`src/rtl/serial_pattern_tx_pkg.sv`:
```
// Shared definitions for the serial pattern transmitter and the detectors/benches that consume its stream.
package serial_pattern_tx_pkg;

  localparam int unsigned TX_WIDTH = 6;
  localparam int unsigned TX_LEN_W = 3;
  localparam int unsigned TX_REP_W = 4;

  // Encoding is fixed so detector FSMs and benches can decode it directly.
  typedef enum logic [1:0] {
    S_IDLE = 2'd0,
    S_SEND = 2'd1,
    S_DONE = 2'd2
  } state_e;

endpackage

```
`src/rtl/serial_pattern_tx_if.sv`:
```
// Word-in / bit-out bus between a stimulus source and the serial pattern transmitter.
interface serial_pattern_tx_if
  import serial_pattern_tx_pkg::*;
#(
  parameter int unsigned WIDTH = TX_WIDTH,
  parameter int unsigned LEN_W = TX_LEN_W,
  parameter int unsigned REP_W = TX_REP_W
);

  logic             in_valid;
  logic             in_ready;
  logic [WIDTH-1:0] in_data;
  logic [LEN_W-1:0] in_len;
  logic [REP_W-1:0] in_rep;
  logic             out;
  logic             out_valid;
  logic             done;

  modport master (
    output in_valid, in_data, in_len, in_rep,
    input  in_ready, out, out_valid, done
  );

  modport slave (
    input  in_valid, in_data, in_len, in_rep,
    output in_ready, out, out_valid, done
  );

endinterface

```
`src/rtl/serial_pattern_tx.sv`:
```
// Serial pattern transmitter: shifts an accepted word out MSB-first, one bit per clk,
// optionally repeating it back-to-back, then pulses done for one cycle.
module serial_pattern_tx
  import serial_pattern_tx_pkg::*;
#(
  parameter int unsigned WIDTH = TX_WIDTH,
  parameter int unsigned LEN_W = TX_LEN_W,
  parameter int unsigned REP_W = TX_REP_W
) (
  input  logic                clk,
  input  logic                reset,
  serial_pattern_tx_if.slave  bus
);

  state_e           state_q, state_d;
  logic [WIDTH-1:0] shreg_q, shreg_d;
  logic [WIDTH-1:0] save_q, save_d;
  logic [LEN_W-1:0] len_q, len_d;
  logic [LEN_W-1:0] bit_cnt_q, bit_cnt_d;
  logic [REP_W-1:0] rep_left_q, rep_left_d;
  logic             out_q, out_d;
  logic             out_valid_q, out_valid_d;
  logic             done_q, done_d;

  logic [LEN_W-1:0] len_eff_c;
  logic [WIDTH-1:0] aligned_c;
  logic             accept_c;

  // Out-of-range lengths fall back to a full word; the word is left-aligned so the MSB is always sent first.
  assign len_eff_c = ((bus.in_len == '0) || (32'(bus.in_len) > WIDTH)) ? LEN_W'(WIDTH) : bus.in_len;
  assign aligned_c = bus.in_data << (LEN_W'(WIDTH) - len_eff_c);
  assign accept_c  = bus.in_valid && (state_q == S_IDLE);

  assign bus.in_ready  = (state_q == S_IDLE);
  assign bus.out       = out_q;
  assign bus.out_valid = out_valid_q;
  assign bus.done      = done_q;

  always_comb begin
    state_d     = state_q;
    shreg_d     = shreg_q;
    save_d      = save_q;
    len_d       = len_q;
    bit_cnt_d   = bit_cnt_q;
    rep_left_d  = rep_left_q;
    out_d       = 1'b0;
    out_valid_d = 1'b0;
    done_d      = 1'b0;

    unique case (state_q)
      S_IDLE: begin
        if (accept_c) begin
          state_d    = S_SEND;
          shreg_d    = aligned_c;
          save_d     = aligned_c;
          len_d      = len_eff_c;
          bit_cnt_d  = len_eff_c - LEN_W'(1);
          rep_left_d = bus.in_rep;
        end
      end
      S_SEND: begin
        if (bit_cnt_q != '0) begin
          shreg_d   = shreg_q << 1;
          bit_cnt_d = bit_cnt_q - LEN_W'(1);
        end else if (rep_left_q != '0) begin
          // Reload the saved word with no gap bit so passes abut.
          shreg_d    = save_q;
          bit_cnt_d  = len_q - LEN_W'(1);
          rep_left_d = rep_left_q - REP_W'(1);
        end else begin
          state_d = S_DONE;
          shreg_d = '0;
          done_d  = 1'b1;
        end
      end
      S_DONE: begin
        state_d = S_IDLE;
      end
      default: begin
        state_d = S_IDLE;
      end
    endcase

    // Output registers present the bit that the next state will be sending.
    if (state_d == S_SEND) begin
      out_d       = shreg_d[WIDTH-1];
      out_valid_d = 1'b1;
    end
  end

  always_ff @(posedge clk or posedge reset) begin
    if (reset) begin
      state_q     <= S_IDLE;
      shreg_q     <= '0;
      save_q      <= '0;
      len_q       <= '0;
      bit_cnt_q   <= '0;
      rep_left_q  <= '0;
      out_q       <= 1'b0;
      out_valid_q <= 1'b0;
      done_q      <= 1'b0;
    end else begin
      state_q     <= state_d;
      shreg_q     <= shreg_d;
      save_q      <= save_d;
      len_q       <= len_d;
      bit_cnt_q   <= bit_cnt_d;
      rep_left_q  <= rep_left_d;
      out_q       <= out_d;
      out_valid_q <= out_valid_d;
      done_q      <= done_d;
    end
  end

endmodule

```
`src/flat_wrapper.sv`:
```
// flat-port wrapper written by rule: the top's interface ports become plain ports
module serial_pattern_tx_flat import serial_pattern_tx_pkg::*;
#(
  parameter int unsigned WIDTH = TX_WIDTH,
  parameter int unsigned LEN_W = TX_LEN_W,
  parameter int unsigned REP_W = TX_REP_W
)
  (clk, reset, bus_in_valid, bus_in_data, bus_in_len, bus_in_rep, bus_in_ready, bus_out, bus_out_valid, bus_done);
  serial_pattern_tx_if #(.WIDTH(WIDTH), .LEN_W(LEN_W), .REP_W(REP_W)) bus_i ();
  input  logic clk;
  input  logic reset;
  input wire logic [$bits(bus_i.in_valid)-1:0] bus_in_valid;
  input wire logic [$bits(bus_i.in_data)-1:0] bus_in_data;
  input wire logic [$bits(bus_i.in_len)-1:0] bus_in_len;
  input wire logic [$bits(bus_i.in_rep)-1:0] bus_in_rep;
  output wire logic [$bits(bus_i.in_ready)-1:0] bus_in_ready;
  output wire logic [$bits(bus_i.out)-1:0] bus_out;
  output wire logic [$bits(bus_i.out_valid)-1:0] bus_out_valid;
  output wire logic [$bits(bus_i.done)-1:0] bus_done;
  assign bus_i.in_valid = bus_in_valid;
  assign bus_i.in_data = bus_in_data;
  assign bus_i.in_len = bus_in_len;
  assign bus_i.in_rep = bus_in_rep;
  assign bus_in_ready = bus_i.in_ready;
  assign bus_out = bus_i.out;
  assign bus_out_valid = bus_i.out_valid;
  assign bus_done = bus_i.done;
  serial_pattern_tx #(.WIDTH(WIDTH), .LEN_W(LEN_W), .REP_W(REP_W)) u_core (.clk(clk), .reset(reset), .bus(bus_i));
endmodule
```
`config.mk`:
```
export PLATFORM = sky130hd
export DESIGN_NAME = serial_pattern_tx_flat
export DESIGN_NICKNAME = d
export VERILOG_FILES = /design/src/rtl/serial_pattern_tx_pkg.sv /design/src/rtl/serial_pattern_tx_if.sv /design/src/rtl/serial_pattern_tx.sv /design/src/flat_wrapper.sv
export SDC_FILE = /design/constraint.sdc
export NUM_CORES = 1
export LEC_CHECK = 0
export ABC_AREA = 1
export BUFFER_PORTS_ARGS = -buffer_cell sky130_fd_sc_hd__buf_2
export CAP_MARGIN = 20
export CORE_ASPECT_RATIO = 0.7
export CORE_MARGIN = 8
export CORE_UTILIZATION = 56
export DETAILED_ROUTE_END_ITERATION = 10
export HOLD_SLACK_MARGIN = 0.15
export PLACE_DENSITY = 0.83
export SLEW_MARGIN = 20
export SYNTH_ARGS = -nofsm -noshare
export SYNTH_HDL_FRONTEND = slang
export SYNTH_SLANG_ARGS = --single-unit
```
`constraint.sdc`:
```
create_clock -name clk -period 1.9 [get_ports clk]
set_clock_uncertainty 0.05 [all_clocks]
set_input_delay 0.095 -clock clk [delete_from_list [all_inputs] [get_ports clk]]
set_output_delay 0.095 -clock clk [all_outputs]
set_load 0.02 [all_outputs]
```
==> run_summary.xml <==
<?xml version="1.0" encoding="UTF-8"?>
<metrics>
  <group name="status">
    <metric name="run_status" unit="">complete, no violations</metric>
  </group>
  <group name="die">
    <metric name="ios" unit="">20</metric>
    <metric name="core_area" unit="µm²">2500</metric>
    <metric name="placementRows" unit="">15</metric>
    <metric name="start_util" unit="%">59.6</metric>
    <metric name="die_x" unit="µm">77.6</metric>
    <metric name="die_h" unit="µm">59.1</metric>
    <metric name="floorplan.die_area" unit="µm²">4590</metric>
  </group>
  <group name="logic_synthesis">
    <metric name="fraction_of_the_mapped_netlist_area_in_compound_gates" unit="%">17.7</metric>
    <metric name="syn_inst" unit="">193</metric>
    <metric name="synth_fp_nets" unit="">211</metric>
    <metric name="ys_seq_area_share" unit="%">45.4</metric>
    <metric name="synth_top_family_by_area" unit="">simple AND/OR/NAND/NOR gates</metric>
    <metric name="synthesis.yosys.warnings" unit="">0</metric>
    <metric name="number_of_storage_elements_in_the_synthesis_netlist" unit="">27</metric>
    <metric name="yosys.area_share.xor_xnor" unit="%">0</metric>
    <metric name="mean_cell_area_of_the_mapped_netlist" unit="µm²">7.71</metric>
    <metric name="synth_simple_gate_area_share" unit="%">26.7</metric>
    <metric name="synth_mux_area_share" unit="%">0</metric>
    <metric name="syn-cell-area" unit="µm²">1490</metric>
    <metric name="yosys.cell_types.count" unit="">29</metric>
    <metric name="adder_cell_area_share_of_the_yosys_netlist" unit="%">1.68</metric>
  </group>
  <group name="clock_tree">
    <metric name="clock-root-buffer" unit="">sky130_fd_sc_hd__clkbuf_8</metric>
    <metric name="clk-insertion-delay-late" unit="ps">280</metric>
    <metric name="tritoncts_num_sinks" unit="">27</metric>
    <metric name="cts-buffers-inserted" unit="">3</metric>
    <metric name="clk_pin_slew_worst_paths" unit="ps">90</metric>
    <metric name="cts.repair_timing.setup_buffer_count" unit="">0</metric>
    <metric name="clock_tree.buffer_depth" unit="">2</metric>
    <metric name="cts_tree" unit="">done</metric>
    <metric name="cts-htree-levels" unit="">1</metric>
  </group>
  <group name="critical_path">
    <metric name="critical_path_required" unit="ps">2050</metric>
    <metric name="arrival" unit="ps">1900</metric>
    <metric name="critical-path-slowest-cell" unit="">sky130_fd_sc_hd__dfrtp_1</metric>
    <metric name="cp-end-kind" unit="">flip-flop</metric>
    <metric name="critical_path_class" unit="">flip-flop to flip-flop</metric>
    <metric name="critPathMaxStageDelay" unit="ps">430</metric>
    <metric name="cp_cell_sequence" unit="">nor3_4 &gt; inv_2 &gt; o211ai_1 &gt; o21ai_1 &gt; ha_1 &gt; or2_1 &gt; a31oi_1</metric>
    <metric name="worstPathMaxFanout" unit="">4</metric>
    <metric name="critical_path.startpoint_type" unit="">flip-flop</metric>
  </group>
  <group name="pwr">
    <metric name="swShare" unit="%">44.1</metric>
    <metric name="power_switching" unit="µW">1120</metric>
    <metric name="power.share.combinational" unit="%">48.6</metric>
    <metric name="power_leakage" unit="µW">0.000898</metric>
    <metric name="seqPwrFrac" unit="%">38.4</metric>
    <metric name="power.ir.vdd_worst" unit="V">0.000851</metric>
    <metric name="p_clk_share" unit="%">13.0</metric>
    <metric name="internal_power" unit="µW">1420</metric>
    <metric name="power_density" unit="nW/µm²">1450</metric>
  </group>
  <group name="drt">
    <metric name="vias_per_std_cell" unit="">5.53</metric>
    <metric name="postRouteAntennaNets" unit="">0</metric>
    <metric name="avgRoutedWirePerCell" unit="µm">13.4</metric>
    <metric name="num_vias" unit="">1422</metric>
    <metric name="drt_drc_violations_left" unit="">0</metric>
    <metric name="drt_iter0_drc" unit="">97</metric>
    <metric name="firstDrtPassIters" unit="">5</metric>
    <metric name="aggregate_routed_wire_length" unit="µm">3450</metric>
  </group>
  <group name="finish">
    <metric name="final_common_cell" unit="">sky130_fd_sc_hd__nand2_1</metric>
    <metric name="num-fill-cells" unit="">202</metric>
    <metric name="multi_input_comb_area" unit="µm²">701</metric>
    <metric name="syn_to_final_growth" unit="%">18.3</metric>
    <metric name="finish.utilization" unit="%">70.5</metric>
    <metric name="drive_above_1_share" unit="%">24.2</metric>
    <metric name="regArea" unit="µm²">676</metric>
    <metric name="n_antenna_cell" unit="">0</metric>
    <metric name="final_cell_mix" unit="">sky130_fd_sc_hd__nand2_1, sky130_fd_sc_hd__dfrtp_1, sky130_fd_sc_hd__buf_2</metric>
    <metric name="finalNetCount" unit="">242</metric>
  </group>
  <group name="placement">
    <metric name="port_buffers" unit="">19</metric>
    <metric name="hpwlAfterDp" unit="µm">2590</metric>
    <metric name="place.gp.congestion" unit="">0.846</metric>
  </group>
  <group name="min_path">
    <metric name="worst_hold_path_type" unit="">primary input to flip-flop</metric>
  </group>
  <group name="sta">
    <metric name="report.final.setup_viol" unit="">0</metric>
    <metric name="report.final.hold_viol_count" unit="">0</metric>
    <metric name="holdWs" unit="ps">177</metric>
    <metric name="totalNegativeSetupSlack" unit="ps">0</metric>
    <metric name="min_period" unit="ps">1750</metric>
    <metric name="timing_max_transition_violations_final" unit="">0</metric>
    <metric name="worst_pin_slew" unit="ps">323</metric>
    <metric name="fin_crit_sh" unit="%">92.4</metric>
    <metric name="max_freq" unit="MHz">570</metric>
    <metric name="slew_headroom" unit="%">78.2</metric>
    <metric name="rsz_0062_raised_after_global_routing" unit="">false</metric>
  </group>
  <group name="grt">
    <metric name="maximum_number_of_pins_on_one_net_before_global_route_repair" unit="">28</metric>
    <metric name="grt_pass1_wl" unit="µm">6060</metric>
    <metric name="global_route.overflow_total" unit="">0</metric>
    <metric name="antenna_found_initial" unit="">0</metric>
    <metric name="number_of_global_route_vias_before_repair" unit="">1398</metric>
    <metric name="global_route.usage.total" unit="%">16.1</metric>
  </group>
  <group name="flow_run">
    <metric name="cap_viol_max_count" unit="">0</metric>
  </group>
</metrics>
==> layout make-up <==
| cell class | instances | share of cell area, % |
|---|---|---|
| sequential | 27 | 38.4 |
| timing repair buffer | 28 | 9.96 |
| multi-input combinational | 133 | 39.8 |
| tap | 34 | 2.42 |
| clock inverter | 1 | 0.427 |
| inverter | 31 | 6.61 |
| clock buffer | 3 | 2.35 |
==> timing repair <==
action                                  4_1_cts  5_1_grt
hold buffers                                  5        0
endpoints found under the hold margin        31        0
endpoints found under the setup margin        0        4
resized for setup                             0        3
==> power by group through the flow <==
stage | sequential (µW) | clock, µW | combinational (µW)
after detailed placement | 968 | 0 | 1180
after global routing | 1000 | 352 | 1410
final | 979 | 331 | 1240
after CTS | 963 | 337 | 1200
after global placement | 960 | 0 | 1110
after floorplan | 958 | 0 | 877
==> cells by family after synthesis <==
family          count (synthesis)
fa+ha+maj                       2
compound gates                 43
flops                          27
buf+inv                        33
simple gates                   88
==> synthesized netlist by cell type <==
library cell,count,share of area [%]
sky130_fd_sc_hd__nand2_1,55,14
sky130_fd_sc_hd__dfrtp_1,27,45
sky130_fd_sc_hd__inv_1,17,4.3
sky130_fd_sc_hd__inv_2,14,3.5
sky130_fd_sc_hd__o21ai_1,11,3.7
sky130_fd_sc_hd__o21ai_0,10,3.4
sky130_fd_sc_hd__nor2_1,9,2.3
sky130_fd_sc_hd__nand3_1,8,2.7
sky130_fd_sc_hd__a21oi_1,6,2.0
sky130_fd_sc_hd__nor2_2,5,2.1
sky130_fd_sc_hd__o211ai_1,4,2.0
sky130_fd_sc_hd__a31oi_1,3,1.3
sky130_fd_sc_hd__nand2_2,3,1.3
sky130_fd_sc_hd__a32oi_1,2,1.2
sky130_fd_sc_hd__ha_1,2,1.7
sky130_fd_sc_hd__nor3_2,2,1.3
sky130_fd_sc_hd__nor4_1,2,0.84
sky130_fd_sc_hd__o21a_1,2,1.0
sky130_fd_sc_hd__a21o_1,1,0.50
sky130_fd_sc_hd__a21oi_4,1,1.1
sky130_fd_sc_hd__buf_4,1,0.50
sky130_fd_sc_hd__clkbuf_1,1,0.25
sky130_fd_sc_hd__nand2_4,1,0.76
sky130_fd_sc_hd__nor2_4,1,0.76
sky130_fd_sc_hd__nor3_1,1,0.34
sky130_fd_sc_hd__o2111ai_1,1,0.59
sky130_fd_sc_hd__o22ai_1,1,0.42
sky130_fd_sc_hd__o31ai_1,1,0.50
sky130_fd_sc_hd__or2_1,1,0.42
==> per-stage QoR <==
step / cell area, µm² / cells / setup slack (ps) / total power (µW)
6_report: 1760 / 257 / 145 / 2550
5_1_grt: 1760 / 257 / 29.0 / 2770
4_1_cts: 1740 / 257 / 86.3 / 2500
3_5_place_dp: 1640 / 248 / 131 / 2150
3_3_place_gp: 1640 / 248 / 178 / 2070
2_1_floorplan: 1490 / 193 / 220 / 1830
==> registers in the layout, indices dropped and copies added (netlist names) <==
name / cells
u_core.bus.out: 1
u_core.state_q: 2
u_core.shreg_q: 6
u_core.len_q: 3
u_core.save_q: 6
u_core.rep_left_q: 4
u_core.bit_cnt_q: 3
u_core.bus.out_valid: 1
u_core.bus.done: 1
==> path summary, 6_finish.rpt <==
kind	from	to	slack (ps)	cells after the start
worst max register to register	u_core.bit_cnt_q[2]$_DFFE_PP0P_	u_core.bit_cnt_q[2]$_DFFE_PP0P_	150	7
worst min-delay path	bus_in_data[3]	u_core.save_q[4]$_DFFE_PP0P_	180	5
worst min register to register	u_core.len_q[2]$_DFFE_PP0P_	u_core.len_q[2]$_DFFE_PP0P_	450	2
min in group asynchronous	reset	u_core.rep_left_q[2]$_DFFE_PP0P_	350	4
worst max-delay path	u_core.bit_cnt_q[2]$_DFFE_PP0P_	u_core.bit_cnt_q[2]$_DFFE_PP0P_	150	7
max in group asynchronous	reset	u_core.len_q[0]$_DFFE_PP0P_	1190	4
==> routing by layer <==
metal / global-route usage [%] / up-vias / share of wire, %
li1: - / 685 / -
met1: 19.5 / 665 / 43
met2: 25.6 / 60 / 46
met3: 5.00 / 12 / 7.9
met4: 7.22 / 0 / 2.3
met5: 0 / - / 0
==> worst max-delay path: cells and delay by family (launching register included) <==
kind            cells  cell delay (ps)
simple gates        2              520
buf+inv             1               60
flops               1              430
compound gates      3              410
fa+ha+maj           1              210
No activity file was read; power rests on OpenSTA's default activity.
